[src/rtl/cmp_window_stats.sv]
// Windowed statistics over comparator greater/equal/lesser flags.
// Counts outcomes and longest equal run per WINDOW samples and hands each record out over valid/ready.
//
// Ports:
//   clk, reset        rising-edge clock, synchronous active-high reset
//   in_valid          comparator flags valid this cycle
//   greater/equal/    comparator flags for this sample
//   lesser
//   in_ready          high while collecting a window (ACCUM)
//   out_valid         summary record valid (HOLD)
//   out_ready         downstream accepts the record
//   gt_cnt, eq_cnt,   per-outcome counts of the last completed window
//   lt_cnt, err_cnt
//   max_eq_run        longest run of equal-only samples in that window
module cmp_window_stats #(
  parameter int WINDOW = 8,
  localparam int CW = $clog2(WINDOW + 1)
) (
  input  logic          clk,
  input  logic          reset,
  input  logic          in_valid,
  input  logic          greater,
  input  logic          equal,
  input  logic          lesser,
  output logic          in_ready,
  output logic          out_valid,
  input  logic          out_ready,
  output logic [CW-1:0] gt_cnt,
  output logic [CW-1:0] eq_cnt,
  output logic [CW-1:0] lt_cnt,
  output logic [CW-1:0] err_cnt,
  output logic [CW-1:0] max_eq_run
);

  localparam logic [CW-1:0] LAST = CW'(WINDOW - 1);
  localparam logic [CW-1:0] ONE  = CW'(1);

  typedef enum logic {
    ACCUM,
    HOLD
  } state_t;

  state_t state;
  state_t state_nxt;

  logic [CW-1:0] idx;
  logic [CW-1:0] gt_acc;
  logic [CW-1:0] eq_acc;
  logic [CW-1:0] lt_acc;
  logic [CW-1:0] err_acc;
  logic [CW-1:0] cur_run;
  logic [CW-1:0] max_run;

  logic [CW-1:0] gt_nxt;
  logic [CW-1:0] eq_nxt;
  logic [CW-1:0] lt_nxt;
  logic [CW-1:0] err_nxt;
  logic [CW-1:0] run_nxt;
  logic [CW-1:0] max_nxt;

  logic take;
  logic last;
  logic is_gt;
  logic is_eq;
  logic is_lt;
  logic is_err;

  // Only the three exact one-hot patterns count as outcomes.
  always_comb begin
    is_gt  = 1'b0;
    is_eq  = 1'b0;
    is_lt  = 1'b0;
    is_err = 1'b0;
    unique case ({greater, equal, lesser})
      3'b100:  is_gt  = 1'b1;
      3'b010:  is_eq  = 1'b1;
      3'b001:  is_lt  = 1'b1;
      default: is_err = 1'b1;
    endcase
  end

  assign take = in_valid && in_ready;
  assign last = (idx == LAST);

  // Window totals including the sample being accepted this cycle.
  always_comb begin
    gt_nxt  = gt_acc  + (is_gt  ? ONE : '0);
    eq_nxt  = eq_acc  + (is_eq  ? ONE : '0);
    lt_nxt  = lt_acc  + (is_lt  ? ONE : '0);
    err_nxt = err_acc + (is_err ? ONE : '0);
    run_nxt = is_eq ? cur_run + ONE : '0;
    max_nxt = (run_nxt > max_run) ? run_nxt : max_run;
  end

  always_ff @(posedge clk) begin
    if (reset) begin
      state <= ACCUM;
    end else begin
      state <= state_nxt;
    end
  end

  always_comb begin
    state_nxt = state;
    in_ready  = 1'b0;
    out_valid = 1'b0;
    unique case (state)
      ACCUM: begin
        in_ready = 1'b1;
        if (take && last) begin
          state_nxt = HOLD;
        end
      end
      HOLD: begin
        out_valid = 1'b1;
        if (out_ready) begin
          state_nxt = ACCUM;
        end
      end
      default: state_nxt = ACCUM;
    endcase
  end

  // Accumulators restart on the closing sample so runs never span windows.
  always_ff @(posedge clk) begin
    if (reset) begin
      idx     <= '0;
      gt_acc  <= '0;
      eq_acc  <= '0;
      lt_acc  <= '0;
      err_acc <= '0;
      cur_run <= '0;
      max_run <= '0;
    end else if (take) begin
      if (last) begin
        idx     <= '0;
        gt_acc  <= '0;
        eq_acc  <= '0;
        lt_acc  <= '0;
        err_acc <= '0;
        cur_run <= '0;
        max_run <= '0;
      end else begin
        idx     <= idx + ONE;
        gt_acc  <= gt_nxt;
        eq_acc  <= eq_nxt;
        lt_acc  <= lt_nxt;
        err_acc <= err_nxt;
        cur_run <= run_nxt;
        max_run <= max_nxt;
      end
    end
  end

  // Record registers hold their values until the next window closes.
  always_ff @(posedge clk) begin
    if (reset) begin
      gt_cnt     <= '0;
      eq_cnt     <= '0;
      lt_cnt     <= '0;
      err_cnt    <= '0;
      max_eq_run <= '0;
    end else if (take && last) begin
      gt_cnt     <= gt_nxt;
      eq_cnt     <= eq_nxt;
      lt_cnt     <= lt_nxt;
      err_cnt    <= err_nxt;
      max_eq_run <= max_nxt;
    end
  end

endmodule

[config.mk]
export PLATFORM = sky130hd
export DESIGN_NAME = cmp_window_stats
export DESIGN_NICKNAME = d
export VERILOG_FILES = /design/src/rtl/cmp_window_stats.sv
export SDC_FILE = /design/constraint.sdc
export NUM_CORES = 1
export LEC_CHECK = 0
export ABC_CLOCK_PERIOD_IN_PS = 2450
export CORE_UTILIZATION = 51
export CTS_BUF_LIST = sky130_fd_sc_hd__clkbuf_4 sky130_fd_sc_hd__clkbuf_8
export CTS_CLUSTER_SIZE = 20
export DETAILED_ROUTE_END_ITERATION = 8
export PLACE_DENSITY = 0.78
export SLEW_MARGIN = 20
export SYNTH_ARGS = -nofsm -noshare
export SYNTH_HDL_FRONTEND = slang
export SYNTH_SLANG_ARGS = --single-unit
[constraint.sdc]
create_clock -name clk -period 2.45 [get_ports clk]
set_input_delay 0.49 -clock clk [delete_from_list [all_inputs] [get_ports clk]]
set_output_delay 0.49 -clock clk [all_outputs]
set_load 0.02 [all_outputs]
==> impl_results.md, run 1 <==
- Register area share after synthesis: 44.17%
- 1st-iter DRT viols: 81
- Diode count: 0
- Clock Power Share: between 30 and 40%
- Minimum clock period: 2.336 ns
- Peak supply drop: between 0.3 and 0.4 mV
- Final setup TNS: 0 ns
- Leakage: approximately 1.1 nW
- Logic pwr share: roughly 7.0%
- H-tree lvl count: 2
- Final wirelength: 4856 µm
- Die span in y: between 60 and 70 µm
- Yosys top cell area share: approximately 44%
- PwrDens: about 520 nW/µm²
- Placer Congestion: slightly below 0.9
- Mapped Avg Cell Area: between 8 and 9 µm²
- Reg2Reg Setup Slack: between 0.1 and 0.15 ns
- Max Cap Violations: 0
- Synth-to-layout area growth: 30.82%
- Slew Limit Fails: 0
- Area taken by multi-input logic gates: between 1000 and 1500 µm²
- Clock sinks: between 40 and 50
- Status: finished, final reports clean
- Setup Skew: 0.01006 ns
- TritonCTS clock tree: yes
- Root Buffer: clkbuf_8
- Worst setup path startpoint: lesser
- Vias per cell: roughly 5.5
- Post-synth EDFFs: 0
- GRT overflow: 0
- Dpl cell area: 2725 µm²
- CP Capture Point: max_eq_run[0]$_SDFFE_PP0P_
- Worst skew pair latency: 0.30 ns
- Worst Path Arrival: between 2 and 3 ns
- FP Rows: 23
- Sw Share: ~22%
- Seq pwr share: a little over half
- I/O pins: 29
- Pin count of the biggest net entering global routing: 50
- Initial antenna violation count: 0
- Fin crit share: a little over nine tenths
- Cell Count, Final, Fillers Out: roughly 350
- Post-synth ARST share: 0%
- Worst Reg2Reg Path Length in Cells: 9
- Final #Nets: ~320
- R2R Path Start: cur_run[2]$_SDFFE_PP0P_
- Post-placement cell count: roughly 350
- Final antenna-violating net count: 0
- Top_reg_cell synth: dfxtp_1
- Min-delay src: gt_cnt[0]$_SDFFE_PP0P_
- Register area: 982.2 µm²
- IO buf count: 28
- Crit end category: flop
- Cells after synthesis: between 200 and 300
- GRT Overall Usage: approximately 23%
- Post-Place Setup Slack: -0.5516 ns
- Clock buffer depth: 2
- F_max: 428.1 MHz
- Synth area leaders: dfxtp_1 (44%), nor2_1 (7.8%), ha_1 (7.3%)
- Crit-path max FO: 6
- Die X: about 68 µm
- Synth cell types: 33
- Setup Viol. Count Final: 0
- DR WL/cell: about 14 µm
- HPWL Detailed: around 3400 µm
- Psw: between 0.0003 and 0.0004 W
- Hold Path Stages: 2
- Fillers: around 330
- CTS buffer count: 5
- Final hold viol count: 0
- Via count: roughly 2,000
- Placeable Area: slightly above 4000 µm²
- WS Path Type: in2reg
- # DRC: 0
- Worst slew pin tran: 0.4973 ns
- Worst EP required: ~2.7 ns
- Mapped Nets: between 200 and 300
- Worst Hold Class: reg2reg
- Drt pass-1 iters: 4
- Synthesized flop and latch total: between 40 and 50
- Synthesized area: 2221 µm²
- Hold Slack: between 0.4 and 0.5 ns
- Final setup margin: between 0.1 and 0.15 ns
- Layout cells sized above 1: a little under a fifth
- Via count of the first global-routing pass: 1,820
- Int Power: approximately 0.0012 W
- Clk slew on worst S/H paths: 0.09 ns
- Die area: approximately 4600 µm²
- First-pass GRT wire length: 8066 µm
- Worst setup SP type: primary input
- Largest area contributor in the netlist: dfxtp_1
- Reg2reg end: max_eq_run[0]$_SDFFE_PP0P_
- Yosys Warn Count: 0
- Slew HR: around 67%
- Final instance area: 2905 µm²
- Starting Density: a little over half
-- how the worst min path moves through the flow --
stage | slack (ns) | endpoint
6_report | 0.46 | gt_cnt[0]$_SDFFE_PP0P_
5_1_grt | 0.48 | gt_cnt[1]$_SDFFE_PP0P_
4_1_cts | 0.46 | eq_cnt[1]$_SDFFE_PP0P_
3_5_place_dp | 0.45 | lt_cnt[0]$_SDFFE_PP0P_
3_3_place_gp | 0.44 | eq_cnt[1]$_SDFFE_PP0P_
2_1_floorplan | 0.45 | idx[1]$_SDFFE_PP0P_
-- sequential cells by signal (all words and copies together) (netlist names) --
register,count
cur_run,4
eq_acc,4
eq_cnt,4
err_acc,4
err_cnt,4
gt_acc,4
gt_cnt,4
idx,4
lt_acc,4
lt_cnt,4
max_eq_run,4
max_run,4
state,1
-- through the flow --
step | power (W) | utilization, %
2_1_floorplan | 0.0008931 | -
3_3_place_gp | 0.0009304 | 66.69
3_5_place_dp | 0.0009331 | 66.69
4_1_cts | 0.001534 | 70.24
5_1_grt | 0.001577 | 71.10
6_report | 0.001523 | 71.10
-- timing repair --
action | CTS | global route
buffers inserted | 1 | 0
pin swaps | 9 | 7
resized for setup | 7 | 10
endpoints found under the setup margin | 7 | 6
hold buffers | 0 | 0
-- synthesized netlist by cell type, drive strengths merged (2+ instances only) --
master	count
dfxtp	49
nand3	7
nand3b	5
a211oi	9
mux2i	3
or2	2
a32oi	3
o21ai	6
xor2	2
a22oi	15
inv	5
clkbuf	12
nor3	6
ha	13
buf	2
xnor2	9
nand2	28
nor2	46
nand2b	3
a21oi	22
-- power groups by stage --
stage	combinational (W)	clock [W]	sequential (W)
4_1_cts	0.000105	0.000619	0.000810
5_1_grt	0.000117	0.000649	0.000812
6_report	0.000107	0.000607	0.000810
3_5_place_dp	0.000105	0	0.000829
2_1_floorplan	0.0000659	0	0.000827
3_3_place_gp	0.000102	0	0.000828
-- routing by layer --
| layer | up-vias | global-route usage [%] | share of wire [%] |
|---|---|---|---|
| li1 | 986 | - | - |
| met1 | 934 | 28.08 | 46 |
| met2 | 36 | 39.71 | 50 |
| met3 | 7 | 3.500 | 3.2 |
| met4 | 0 | 10.94 | 1.5 |
| met5 | - | 0 | 0 |
-- critical path, cell delays in order --
cell and delay, ns:
dlygate4sd2_1 0.24, or2_4 0.29, nor2_4 0.10, inv_2 0.05, ha_4 0.27, nand3_2 0.06, o221a_1 0.27, or3_4 0.42
mux2i_1 0.13, a211oi_1 0.23
-- cell type report --
class | count | area share, %
clock inverters | 2 | 1.292
well taps | 50 | 2.153
clock buffers | 6 | 2.842
repair buffers | 52 | 15.46
flip-flops and latches | 49 | 33.81
inverters | 5 | 0.6460
multi-input cells | 190 | 43.80
-- kinds of logic after synthesis --
logic type               synth area share [%]
multiplexers                            1.352
XOR/XNOR                                4.338
AND/OR/NAND/NOR                         22.03
flip-flops                              44.17
AO/OA/AOI/OAI                           17.18
buffers and inverters                   3.605
adder cells (fa/ha/maj)                 7.324
-- cell usage in the layout, fill, tap and decap left out, types with 3 or more instances in the layout --
master	n
a211oi_1	8
a21oi_1	22
a22oi_1	15
buf_4	24
clkbuf_8	6
clkdlybuf4s50_1	25
dfxtp_1	48
ha_1	10
ha_4	3
inv_1	4
mux2i_1	3
nand2_1	27
nand3_1	6
nand3b_1	5
nor2_1	43
nor3_1	5
o21ai_0	6
xnor2_1	8
Power figures use the tool's default switching activity.
==> inputs of run 2 (changes only) <==
CORE_MARGIN = 2   (was default)
==> impl_results.md, run 2 (same netlist as run 1, synthesis figures left out) <==
- Vias per cell: 5.417
- # DRC: 0
- Status: finished, final reports clean
- Sw Share: between 20 and 25%
- I/O pins: 29
- Final hold viol count: 0
- Int Power: about 0.0011 W
- Slew HR: 66.90%
- Peak supply drop: 0.4673 mV
- IO buf count: 28
- TritonCTS clock tree: yes
- Die X: 69.99 µm
- HPWL Detailed: 3308 µm
- Layout cells sized above 1: around 16%
- WS Path Type: in2reg
- FP Rows: 23
- Final #Nets: between 300 and 400
- Pin count of the biggest net entering global routing: 50
- PwrDens: 490.5 nW/µm²
- Die area: between 4000 and 5000 µm²
- Fin crit share: roughly 95%
- Register area: 980.9 µm²
- First-pass GRT wire length: 8480 µm
- Worst Path Arrival: 2.54 ns
- R2R Path Start: cur_run[0]$_SDFFE_PP0P_
- Psw: approximately 0.00034 W
- F_max: ~430 MHz
- Root Buffer: clkbuf_8
- Synth-to-layout area growth: 28.45%
- Cell Count, Final, Fillers Out: approximately 360
- CTS buffer count: 5
- Commonest non-fill, non-tap cell in the layout: dfxtp_1
- 1st-iter DRT viols: between 80 and 90
- Final setup margin: roughly 0.12 ns
- Seq pwr share: between 50% and 60%
- Worst EP required: 2.67 ns
- Setup Viol. Count Final: 0
- GRT Overall Usage: about a fifth
- Placeable Area: between 4000 and 5000 µm²
- Worst Hold Class: reg2reg
- DR WL/cell: between 10 and 15 µm
- Clock buffer depth: 2
- RSZ-0062 raised after global routing: false
- Minimum clock period: 2.326 ns
- Final wirelength: between 4000 and 5000 µm
- Die span in y: about 70 µm
- Logic pwr share: 7.5%
- GRT overflow: 0
- Most frequent cells in the layout: dfxtp_1 (49), nor2_1 (43), nand2_1 (27)
- Fillers: roughly 350
- Slew Limit Fails: 0
- Setup Skew: around 0.010 ns
- Worst Reg2Reg Path Length in Cells: 9
- Placer Congestion: approximately 0.86
- Crit-path max FO: 6
- Post-Place Setup Slack: -0.5710 ns
- Clock sinks: roughly 50
- Via count: 1,923
- Max Cap Violations: 0
- Leakage: ~1.1 nW
- Worst slew pin tran: 0.4965 ns
- Final setup TNS: 0 ns
- Drt pass-1 iters: 4
- Via count of the first global-routing pass: between 1,500 and 2,000
- Post-placement cell count: 344
- Diode count: 0
- Starting Density: approximately 54%
- Worst skew pair latency: 0.30 ns
- Crit end category: flop
- Reg2reg end: max_eq_run[3]$_SDFFE_PP0P_
- Initial antenna violation count: 0
- Clk slew on worst S/H paths: about 0.1 ns
- Reg2Reg Setup Slack: about 0.15 ns
- Clock Power Share: between 30% and 40%
- H-tree lvl count: 2
- Worst setup path startpoint: equal
- Final antenna-violating net count: 0
- Hold_buf cts: 0
- CP Capture Point: max_eq_run[3]$_SDFFE_PP0P_
- Worst setup SP type: primary input
- Final Util: about 70%
- Area taken by multi-input logic gates: between 1000 and 1500 µm²
run 2: layout make-up:
type                       count  share of cell area (%)
clock buffer                   5                   2.412
clock inverter                 3                  0.7895
inverter                       5                  0.6579
multi-input combinational    190                   43.38
sequential                    49                   34.39
tap                           50                   2.193
timing repair buffer          53                   16.18
run 2: worst max-delay path, stage by stage:
cell and delay [ns]:
clkdlybuf4s15_1 0.23, nand2b_4 0.06, or2_4 0.27, nor2_4 0.10, inv_2 0.05, ha_4 0.27
nand3_2 0.06, o221a_1 0.27, or3_4 0.38, mux2i_1 0.14, a211oi_1 0.23
run 2: what timing repair did:
action,4_1_cts,5_1_grt
setup endpoints to repair,7,6
pin swaps,7,6
setup buffers,2,1
resized for setup,6,4
run 2: layer usage:
layer | track usage (%) | wire [µm] | up-vias
met3 | 3.752 | 176 | 4
met4 | 7.051 | 40 | 0
met5 | 0 | 0 | -
li1 | - | - | 994
met1 | 25.83 | 2118 | 884
met2 | 37.04 | 2395 | 41
run 2: worst min-delay path by stage:
stage	from	endpoint	cells after the start
6_report	eq_cnt[1]$_SDFFE_PP0P_	eq_cnt[1]$_SDFFE_PP0P_	2
5_1_grt	lt_cnt[0]$_SDFFE_PP0P_	lt_cnt[0]$_SDFFE_PP0P_	2
4_1_cts	eq_cnt[1]$_SDFFE_PP0P_	eq_cnt[1]$_SDFFE_PP0P_	2
3_5_place_dp	eq_cnt[1]$_SDFFE_PP0P_	eq_cnt[1]$_SDFFE_PP0P_	2
3_3_place_gp	gt_cnt[1]$_SDFFE_PP0P_	gt_cnt[1]$_SDFFE_PP0P_	2
2_1_floorplan	idx[1]$_SDFFE_PP0P_	idx[1]$_SDFFE_PP0P_	2
run 2: power by group through the flow:
stage | Sequential (W) | Clock, W | Combinational [W]
final | 0.000810 | 0.000484 | 0.000105
after CTS | 0.000810 | 0.000499 | 0.000105
after global routing | 0.000811 | 0.000520 | 0.000118
after detailed placement | 0.000828 | 0 | 0.000104
after global placement | 0.000828 | 0 | 0.000102
after floorplan | 0.000827 | 0 | 0.0000659
run 2: through the flow:
stage	hold WS [ns]	power [W]	cell area, µm²
final	0.4579	0.001399	2853
after global routing	0.4891	0.001449	2853
after CTS	0.4598	0.001414	2839
after detailed placement	0.4464	0.0009321	2718
after global placement	0.4452	0.0009295	2718
after floorplan	0.4533	0.0008931	2271
==> inputs of run 3 (changes only) <==
GPL_ROUTABILITY_DRIVEN = 0   (was default)
SKIP_LAST_GASP = 1   (was default)
==> results of run 3 <==
The final DEF is identical to that of run 2; final timing and power are the same.
